===== src/rtl/bus_arbiter_2m.sv =====
// Two-master bus arbiter with address decode for the shared system bus.
// Registered grants with forced handover after HOLD_MAX contended cycles; one-cycle read return.
module bus_arbiter_2m #(
   parameter int            AW       = 16,
   parameter int            DW       = 64,
   parameter logic [AW-1:0] S0_BASE  = 16'h0000,
   parameter logic [AW-1:0] S0_MASK  = 16'hF800,
   parameter logic [AW-1:0] S1_BASE  = 16'h7000,
   parameter logic [AW-1:0] S1_MASK  = 16'hFE00,
   parameter int            HOLD_MAX = 16
) (
   input  logic          clk,
   input  logic          reset,
   input  logic          m0_req,
   input  logic          m0_wr,
   input  logic [AW-1:0] m0_addr,
   input  logic [DW-1:0] m0_dout,
   output logic          m0_grant,
   input  logic          m1_req,
   input  logic          m1_wr,
   input  logic [AW-1:0] m1_addr,
   input  logic [DW-1:0] m1_dout,
   output logic          m1_grant,
   output logic [DW-1:0] m_din,
   output logic          s_wr,
   output logic [AW-1:0] s_addr,
   output logic [DW-1:0] s_dout,
   output logic          s0_sel,
   output logic          s1_sel,
   input  logic [DW-1:0] s0_dout,
   input  logic [DW-1:0] s1_dout,
   output logic          dec_err
);

   // state | meaning
   // IDLE  | no master owns the bus, slave port driven to zero
   // G0    | master 0 owns the bus
   // G1    | master 1 owns the bus
   typedef enum logic [1:0] {IDLE, G0, G1} state_t;
   typedef enum logic [1:0] {RD_NONE, RD_S0, RD_S1} rd_sel_t;

   localparam int            HW        = (HOLD_MAX > 2) ? $clog2(HOLD_MAX) : 1;
   localparam logic [HW-1:0] HOLD_LAST = HW'(HOLD_MAX - 1);

   state_t        state_q, state_d;
   rd_sel_t       rd_sel_q, rd_sel_d;
   logic [HW-1:0] hold_q, hold_d;
   logic          dec_err_q, dec_err_d;

   logic granted;
   logic s_rd;
   logic other_req;
   logic hit0, hit1;

   always_ff @(posedge clk) begin
      if (reset) begin
         state_q   <= IDLE;
         rd_sel_q  <= RD_NONE;
         hold_q    <= '0;
         dec_err_q <= 1'b0;
      end else begin
         state_q   <= state_d;
         rd_sel_q  <= rd_sel_d;
         hold_q    <= hold_d;
         dec_err_q <= dec_err_d;
      end
   end

   always_comb begin
      state_d   = state_q;
      other_req = 1'b0;
      case (state_q)
         IDLE: begin
            if (m0_req)      state_d = G0;
            else if (m1_req) state_d = G1;
         end
         G0: begin
            other_req = m1_req;
            if (!m0_req)                           state_d = m1_req ? G1 : IDLE;
            else if (m1_req && hold_q == HOLD_LAST) state_d = G1;
         end
         G1: begin
            other_req = m0_req;
            if (!m1_req)                           state_d = m0_req ? G0 : IDLE;
            else if (m0_req && hold_q == HOLD_LAST) state_d = G0;
         end
         default: state_d = IDLE;
      endcase

      // Counts contended cycles only; any ownership change restarts the window.
      if (state_d != state_q || state_q == IDLE) hold_d = '0;
      else if (other_req)                        hold_d = hold_q + 1'b1;
      else                                       hold_d = '0;
   end

   always_comb begin
      granted = 1'b0;
      s_rd    = 1'b0;
      s_addr  = '0;
      s_dout  = '0;
      case (state_q)
         G0: begin
            granted = 1'b1;
            s_rd    = !m0_wr;
            s_addr  = m0_addr;
            s_dout  = m0_dout;
         end
         G1: begin
            granted = 1'b1;
            s_rd    = !m1_wr;
            s_addr  = m1_addr;
            s_dout  = m1_dout;
         end
         default: ;
      endcase

      hit0   = (s_addr & S0_MASK) == S0_BASE;
      hit1   = (s_addr & S1_MASK) == S1_BASE;
      s0_sel = granted && hit0;
      s1_sel = granted && !hit0 && hit1;
      s_wr   = granted && !s_rd && (s0_sel || s1_sel);

      dec_err_d = granted && !(s0_sel || s1_sel);
      rd_sel_d  = RD_NONE;
      if (s_rd && s0_sel)      rd_sel_d = RD_S0;
      else if (s_rd && s1_sel) rd_sel_d = RD_S1;
   end

   always_comb begin
      m_din = '0;
      case (rd_sel_q)
         RD_S0:   m_din = s0_dout;
         RD_S1:   m_din = s1_dout;
         default: m_din = '0;
      endcase
   end

   assign m0_grant = (state_q == G0);
   assign m1_grant = (state_q == G1);
   assign dec_err  = dec_err_q;

endmodule

===== config.mk =====
export PLATFORM = sky130hd
export DESIGN_NAME = bus_arbiter_2m
export DESIGN_NICKNAME = d
export VERILOG_FILES = /design/src/rtl/bus_arbiter_2m.sv
export SDC_FILE = /design/constraint.sdc
export NUM_CORES = 1
export LEC_CHECK = 0
export CORE_AREA = 4 4 168 170
export DETAILED_ROUTE_END_ITERATION = 7
export DIE_AREA = 0 0 172 174
export SLEW_MARGIN = 20
export SYNTH_ARGS = -nofsm -noshare
export SYNTH_HDL_FRONTEND = slang
export SYNTH_SLANG_ARGS = --single-unit

===== constraint.sdc =====
create_clock -name clk -period 6.5 [get_ports clk]
set_clock_uncertainty 0.2 [all_clocks]
set_input_delay 0.975 -clock clk [delete_from_list [all_inputs] [get_ports clk]]
set_output_delay 0.975 -clock clk [all_outputs]
set_load 0.005 [all_outputs]

Word-level counts from Yosys, hierarchy flattened
Cells that the tools add are included.
Word-level totals
  input port bits: 294
  register bits after elaboration: 9
  output and inout bits: 150
Operators by class
  muxes and demuxes: 17
  $add $sub $neg: 1
  equal/unequal tests: 7
  bitwise logic cells: 1
  reductions and logical operators: 22
Operator list (count)
  $pmux 64 s2: 2
  $pmux 16 s2: 1
  $logic_not 16->1: 1
  $mux 2: 8
  $logic_and 1x1->1: 10
  $eq 7x6->1 const B: 1
  $pmux 2 s3: 1
  $logic_not 1->1: 5
  $add 4x1->4 const B: 1
  $eq 2x1->1 const B: 2
  $eq 2x2->1 const B: 2
  $eq 4x4->1 const B: 1
  $pmux 1 s2: 2
  $reduce_or 2->1: 2
  $mux 1: 3
  $reduce_or 3->1: 1
  $logic_not 2->1: 1
  $logic_or 1x1->1: 2
  $ne 2x2->1: 1
  $not 1->1: 1

Longest topological paths before layout
  word-level depth: 9
  gate-level depth with buffers: 7

Worst setup path before layout
OpenSTA, ideal clock, no wires.
  path kind: input -> output
  start: in m1_addr[15]
  end: out s_wr
  slack: 3482 ps
  stages on the path: 4
  arrival: 1843 ps
  data required time: 5325 ps
  cells stage by stage: o21ai_0 -> nand4b_1 -> nor4b_4 -> o21a_1
Between the ends
  cells in the longest elaborated chain, start to end: 7
  elaborated cells on any way between the ends: 9
RTL lines
  start, declared: line 21  | input logic [AW-1:0] m1_addr,
  $pmux 16 s2 (*): line 101  | case (state_q)
  $logic_not 16->1: line 117  | hit0 = (s_addr & S0_MASK) == S0_BASE;
  $logic_not 1->1: line 120  | s1_sel = granted && !hit0 && hit1;
  $logic_and 1x1->1: line 120
  $logic_and 1x1->1 (*): line 120
  net s1_sel: line 29  | output logic s1_sel,
  $logic_or 1x1->1 (*): line 121  | s_wr = granted && !s_rd && (s0_sel || s1_sel);
  $logic_and 1x1->1 (*): line 121
  end, declared: line 25  | output logic s_wr,
Mark *: on every way through the listed nets, which the timed path passes. The rest lies on a longest branch.

Final worst setup path
  start: reg state_q[1]
  end: out s_wr
Between the ends
  cells in the longest elaborated chain, start to end: 8
  elaborated cells on any way between the ends: 16
RTL lines
  start, declared: line 45  | state_t state_q, state_d;
  start signal, assigned: line 62  | state_q <= state_d;
  $eq 2x2->1 or $eq 2x1->1 (tied branches): line 101
  $pmux 16 s2: line 101
  $logic_not 16->1: line 117
  $logic_not 1->1: line 120
  $logic_and 1x1->1 (2 in a row): line 120
  $logic_or 1x1->1: line 121
  $logic_and 1x1->1 (*): line 121
Mark *: on every way between the ends. The rest lies on a longest branch, timed or not.

==> flow_summary.ini <==
[global_routing]
grtUsageMet2_pct = 23.2
grt_util_met1_pct = 16.6
grt_overflow_total = 0
grt_max_degree = 70
busiest_layer = met2
grt_util_all_layers_pct = 13.2
grt_pass1_vias = 4848
antenna_found_initial = 4
use_met3_pct = 3.00
grt_pass1_wl_um = 30400

[sta]
slew_headroom_pct = 50.9
maxSlewViolCount = 0
rsz0062_at_grt = false
whs_ns = 0.275
finalSetupViolations = 0
fin_ws_ns = 2.10
max_freq_mhz = 227
min_period_over_period_pct = 67.6
tns_ns = 0
hold_viol_final = 0
tightest_slew_ns = 0.737
post-route-min-period_ns = 4.40

[synth]
yosysWarnings = 0
syn_area_per_cell_sq_um = 6.00
synthCells = 418
synth.cell_area_sq_mm = 0.00251
synth_nets = 719
ys_ff_latch = 9
ys_seq_area_share_pct = 7.19
ys_types = 37

[setup_path]
critPathMaxStageDelay_ns = 0.64
arrival_ns = 3.22
cp_cell_sequence = ha_2, buf_4, o21ai_0, nand4b_1, nor4b_4, o21a_1, clkdlybuf4s50_1
cp-start-kind = register
worst-path-buf-inv = 2
worstPathRequired_ns = 5.32
worst-setup-path-type = register to output port
critPathMaxFanout = 69
crit_slowest_cell = buf_4
crit_path_end_kind = output port
path_delay_family = buffers and inverters

[clocking]
htree_num_levels = 1
ctsHoldBuffers = 0
postCtsSetupRepairBufs = 0
clkTransAtPathRegs_ns = 0.04
clockBufferDepth = 2
ctsResizeCount = 0
cts_tree = done
cts_made_buffers = 3
clock-sinks = 9
root_buffer = clkbuf_16
clock_latency_ns = 0.23

[place]
hpwl_um = 19100
place_ws_ns = 2.23
dpl_cell_area_sq_mm = 0.00722
portBuffers = 443
gp_congestion = 0.863

[floorplan]
rows = 60
die_w_um = 172
die-height_um = 174
die-area_sq_mm = 0.0299
core_sq_mm = 0.0267
io-pin-count = 444
start_util_pct = 9.38

[power_and_ir_drop]
leakage_nw = 2.23
pwr-share-comb_pct = 69.5
clkPwrFrac_pct = 19.6
p_sw_uw = 173
max-vdd-ir-drop_v = 0.0000976
total_power_uw = 543
switching_share_pct = 31.8
power_frac_seq_pct = 10.9
p_per_area_mw_per_mm2 = 74.4
p_int_uw = 370

[status]
status = finished clean

[routing]
drc = 0
viasPerCell = 4.26
wirelength_um = 22400
initialDrtViolationCount = 269
firstDrtPassIters = 5
num_vias = 4956
wl_per_cell_um = 19.2
ant_nets = 0

[cells_and_area]
final_cell_mix = clkdlybuf4s50_1, a22oi_1, nor2_1, nand2_1, dfxtp_1
nNetsFinal = 1124
area_growth_syn_to_layout_pct = 191
fin_area_sq_mm = 0.00730
drive_above_1_share_pct = 2.31
layout_commonest_cell = clkdlybuf4s50_1

[worst_hold_path]
hold_class = register to register

[job]
drv_cap = 0
## sequential cells by signal, indices dropped and copies added, names as in the netlist
| name | cells |
|---|---|
| dec_err | 1 |
| hold_q | 4 |
| rd_sel_q | 2 |
| state_q | 2 |
## area by class of cell
class / count / area (sq um)
well taps: 341 / 427
diodes: 1 / 2.50
repair buffers: 449 / 4480
inverters: 8 / 30.0
multi-input cells: 352 / 2100
fillers: 2970 / 19400
clock buffers: 4 / 78.8
flip-flops and latches: 9 / 180
## power by group through the flow
stage | logic [mW] | clock network (mW) | registers [mW]
4_1_cts | 0.380 | 0.109 | 0.0591
3_5_place_dp | 0.378 | 0 | 0.0600
5_1_grt | 0.401 | 0.114 | 0.0594
3_3_place_gp | 0.377 | 0 | 0.0599
2_1_floorplan | 0.112 | 0 | 0.0597
6_report | 0.377 | 0.107 | 0.0592
## cells in the mapped netlist, drive strengths merged
| master | instances | share of area [%] |
|---|---|---|
| nand2 | 9 | 1.3 |
| xor2 | 1 | 0.35 |
| nor4 | 5 | 1.5 |
| nand2b | 2 | 0.50 |
| nor2 | 145 | 22 |
| and3b | 1 | 0.35 |
| a31oi | 1 | 0.25 |
| a22o | 1 | 0.35 |
| nand3 | 3 | 0.60 |
| nand4b | 1 | 0.35 |
| o211ai | 1 | 0.30 |
| inv | 8 | 1.2 |
| o211a | 1 | 0.40 |
| o22ai | 1 | 0.25 |
| nand3b | 1 | 0.30 |
| nor4bb | 1 | 0.40 |
| xnor2 | 1 | 0.35 |
| nor2b | 1 | 0.25 |
| o21ai | 7 | 1.4 |
| o21a | 1 | 0.30 |
| ha | 7 | 3.5 |
| a21oi | 5 | 1.0 |
| clkbuf | 30 | 4.5 |
| a211oi | 3 | 0.90 |
| a22oi | 145 | 43 |
| a31o | 1 | 0.35 |
| nor4b | 2 | 1.5 |
| and3 | 2 | 0.50 |
| buf | 19 | 3.6 |
| nor3 | 2 | 0.40 |
| dfxtp | 9 | 7.2 |
| a41oi | 1 | 0.65 |
## worst register-to-register path: cells and delay by family (launching register included)
family / cells / cell delay, ns
adder cells (fa/ha/maj): 1 / 0.52
buffers and inverters: 1 / 0.64
AO/OA/AOI/OAI: 2 / 0.52
flip-flops: 1 / 0.46
AND/OR/NAND/NOR: 2 / 0.40
## cells by family (layout without fill, tap and decap cells)
group                      Yosys count  in the layout  share of synthesized area, %
DFF                                  9              9                          7.19
adders and majority gates            7              7                          3.49
xor gates and xnor gates             2              2                         0.699
and+or+nand+nor                    175            175                          29.7
AOI/OAI and AO/OA                  168            168                          49.6
buffers and inverters               57            461                          9.33
other                                0              1                             0
## metal layers
layer | up-vias | wire length, um
li1 | 2364 | -
met1 | 2231 | 9130
met2 | 345 | 10700
met3 | 16 | 2350
met4 | 0 | 256
met5 | - | 0
## through the flow
step	cells	utilization [%]
finish	1164	27.3
global route	1164	27.3
CTS	1163	27.3
detailed placement	1159	27.0
global placement	1159	27.0
floorplan	418	-
## final timing paths
check	startpoint	to	slack, ns	cells past startpoint
max	state_q[1]	s_wr	2.10	7
min	hold_q[0]	hold_q[0]	0.28	1
max reg2reg	state_q[1]	rd_sel_q[0]	3.65	6
min reg2reg	hold_q[0]	hold_q[0]	0.28	1
Power figures use the tool's default switching activity.
==> RTL change (same flow settings) <==
Change the parameter `AW` from 16 to 17.
--- a/src/rtl/bus_arbiter_2m.sv
+++ b/src/rtl/bus_arbiter_2m.sv
@@ -1,7 +1,7 @@
 // Two-master bus arbiter with address decode for the shared system bus.
 // Registered grants with forced handover after HOLD_MAX contended cycles; one-cycle read return.
 module bus_arbiter_2m #(
-   parameter int            AW       = 16,
+   parameter int            AW       = 17,
    parameter int            DW       = 64,
    parameter logic [AW-1:0] S0_BASE  = 16'h0000,
    parameter logic [AW-1:0] S0_MASK  = 16'hF800,
Interface: changed (resized m0_addr, m1_addr and s_addr); port bits go from 444 to 447. No check against the original RTL was run, so the function may have changed too.
==> RTL change against the original RTL <==
Design area is 1.6% higher. Synthesized cell count is 3.1% higher. Synthesized area is 3.7% higher. First-iteration DRC count is 6.3% higher. Hold slack worse by 0.020 ns. Sequential power is 3% higher. Sequential cell count stayed put. Register-to-register slack better by 0.04 ns. Total power is 18% higher. Worst setup slack worse by 0.037 ns. Wire length is 4.5% higher.
==> RTL change: results (changes against the original RTL) <==
{| class="wikitable"
! Metric !! Value
|-
| Final #Nets || 1,136 (+1.1%)
|-
| Worst slew margin relative to its limit || 0.3235 (-0.1852)
|-
| Share of synthesized area spent on multiplexers || 0.003850 (+0.003850)
|-
| Worst stage delay on the critical path || 0.82 ns (+0.18 ns)
|-
| DPL Wire Length || 19,980 um (+4.5%)
|-
| Number of input and output port buffers inserted || 446 (+0.68%)
|-
| Worst r2r src || state_q[0]
|-
| Gr usage total || 0.1398 (+0.007987)
|-
| Data arrival, critical path || 3.26 ns (+0.04 ns)
|-
| Number of antenna violations at the first check in global routing || 9 (+5)
|-
| Fin crit share || 0.6822 (+0.005766)
|-
| NonClk Buf Share || 0.6059 (-0.007602)
|-
| Area grow syn2layout || 185.3%
|-
| Antenna diode instance count || 4 (+3)
|-
| Leading post-synthesis cells by instance count || sky130_fd_sc_hd__nor2_1 (148), sky130_fd_sc_hd__a22oi_1 (145), sky130_fd_sc_hd__clkbuf_1 (29), sky130_fd_sc_hd__buf_1 (11), sky130_fd_sc_hd__inv_1 (11)
|-
| Share of the yosys chip area belonging to registers || 0.06930 (-0.002559)
|-
| Flop2flop setup slack || 3.69 ns (+0.04 ns)
|-
| Multi-Input Combinational || 358 (+1.7%)
|-
| Smallest hold slack || 0.2559 ns (-0.01950 ns)
|-
| Inverters excl. clock || 11 (+3)
|-
| Flip-flop and latch count || 9 (unchanged)
|-
| Wire length reported by the detailed router || 23,410 um (+4.5%)
|-
| Non-clk bufs || 450 (+0.22%)
|-
| Post-synthesis xor/xnor area fraction || 0.006737 (-0.0002488)
|-
| Pin count of the biggest net entering global routing || 92 (+31%)
|-
| Largest cells by area after synthesis || sky130_fd_sc_hd__a22oi_1 (42%), sky130_fd_sc_hd__nor2_1 (21%), sky130_fd_sc_hd__dfxtp_1 (6.9%)
|-
| Relative area of clock buffers and inverters in the final design || 0.01080 (about the same)
|-
| Peak supply drop || 79.13 uV (-19%)
|-
| Wire length of the first global-routing pass || 31,870 um (+4.9%)
|-
| Result of the run || complete, no violations
|-
| Worst slack at placement || 2.196 ns (-0.03917 ns)
|-
| Critical Path Fanout Max || 90 (+30%)
|-
| Fraction of standard cell area in multi-input logic || 0.2945 (+0.006446)
|}
-- RTL change: cell families after synthesis --
family                     Yosys count
buffers and inverters               64
xor gates and xnor gates             2
and+or+nand+nor                    179
DFF                                  9
muxes                                1
AOI/OAI and AO/OA                  169
adders and majority gates            7
-- RTL change: routing by layer --
metal,GRT usage,share of wire
met2,0.2394,0.47
met5,0,0.0018
met1,0.1660,0.40
met3,0.05003,0.11
met4,0.03341,0.019
-- RTL change: power by group through the flow --
stage                     clock network [mW]  logic [mW]  registers (mW)
after floorplan                            0       0.161          0.0606
after global placement                     0       0.468          0.0616
after detailed placement                   0       0.470          0.0619
after CTS                              0.119       0.473          0.0608
after global routing                   0.123       0.496          0.0612
final                                  0.113       0.464          0.0609
-- RTL change: stage by stage --
step | power, mW | cells
after global placement | 0.5299 | 1169
after detailed placement | 0.5322 | 1169
after floorplan | 0.2217 | 431
after global routing | 0.6801 | 1177
after CTS | 0.6527 | 1173
final | 0.6388 | 1177
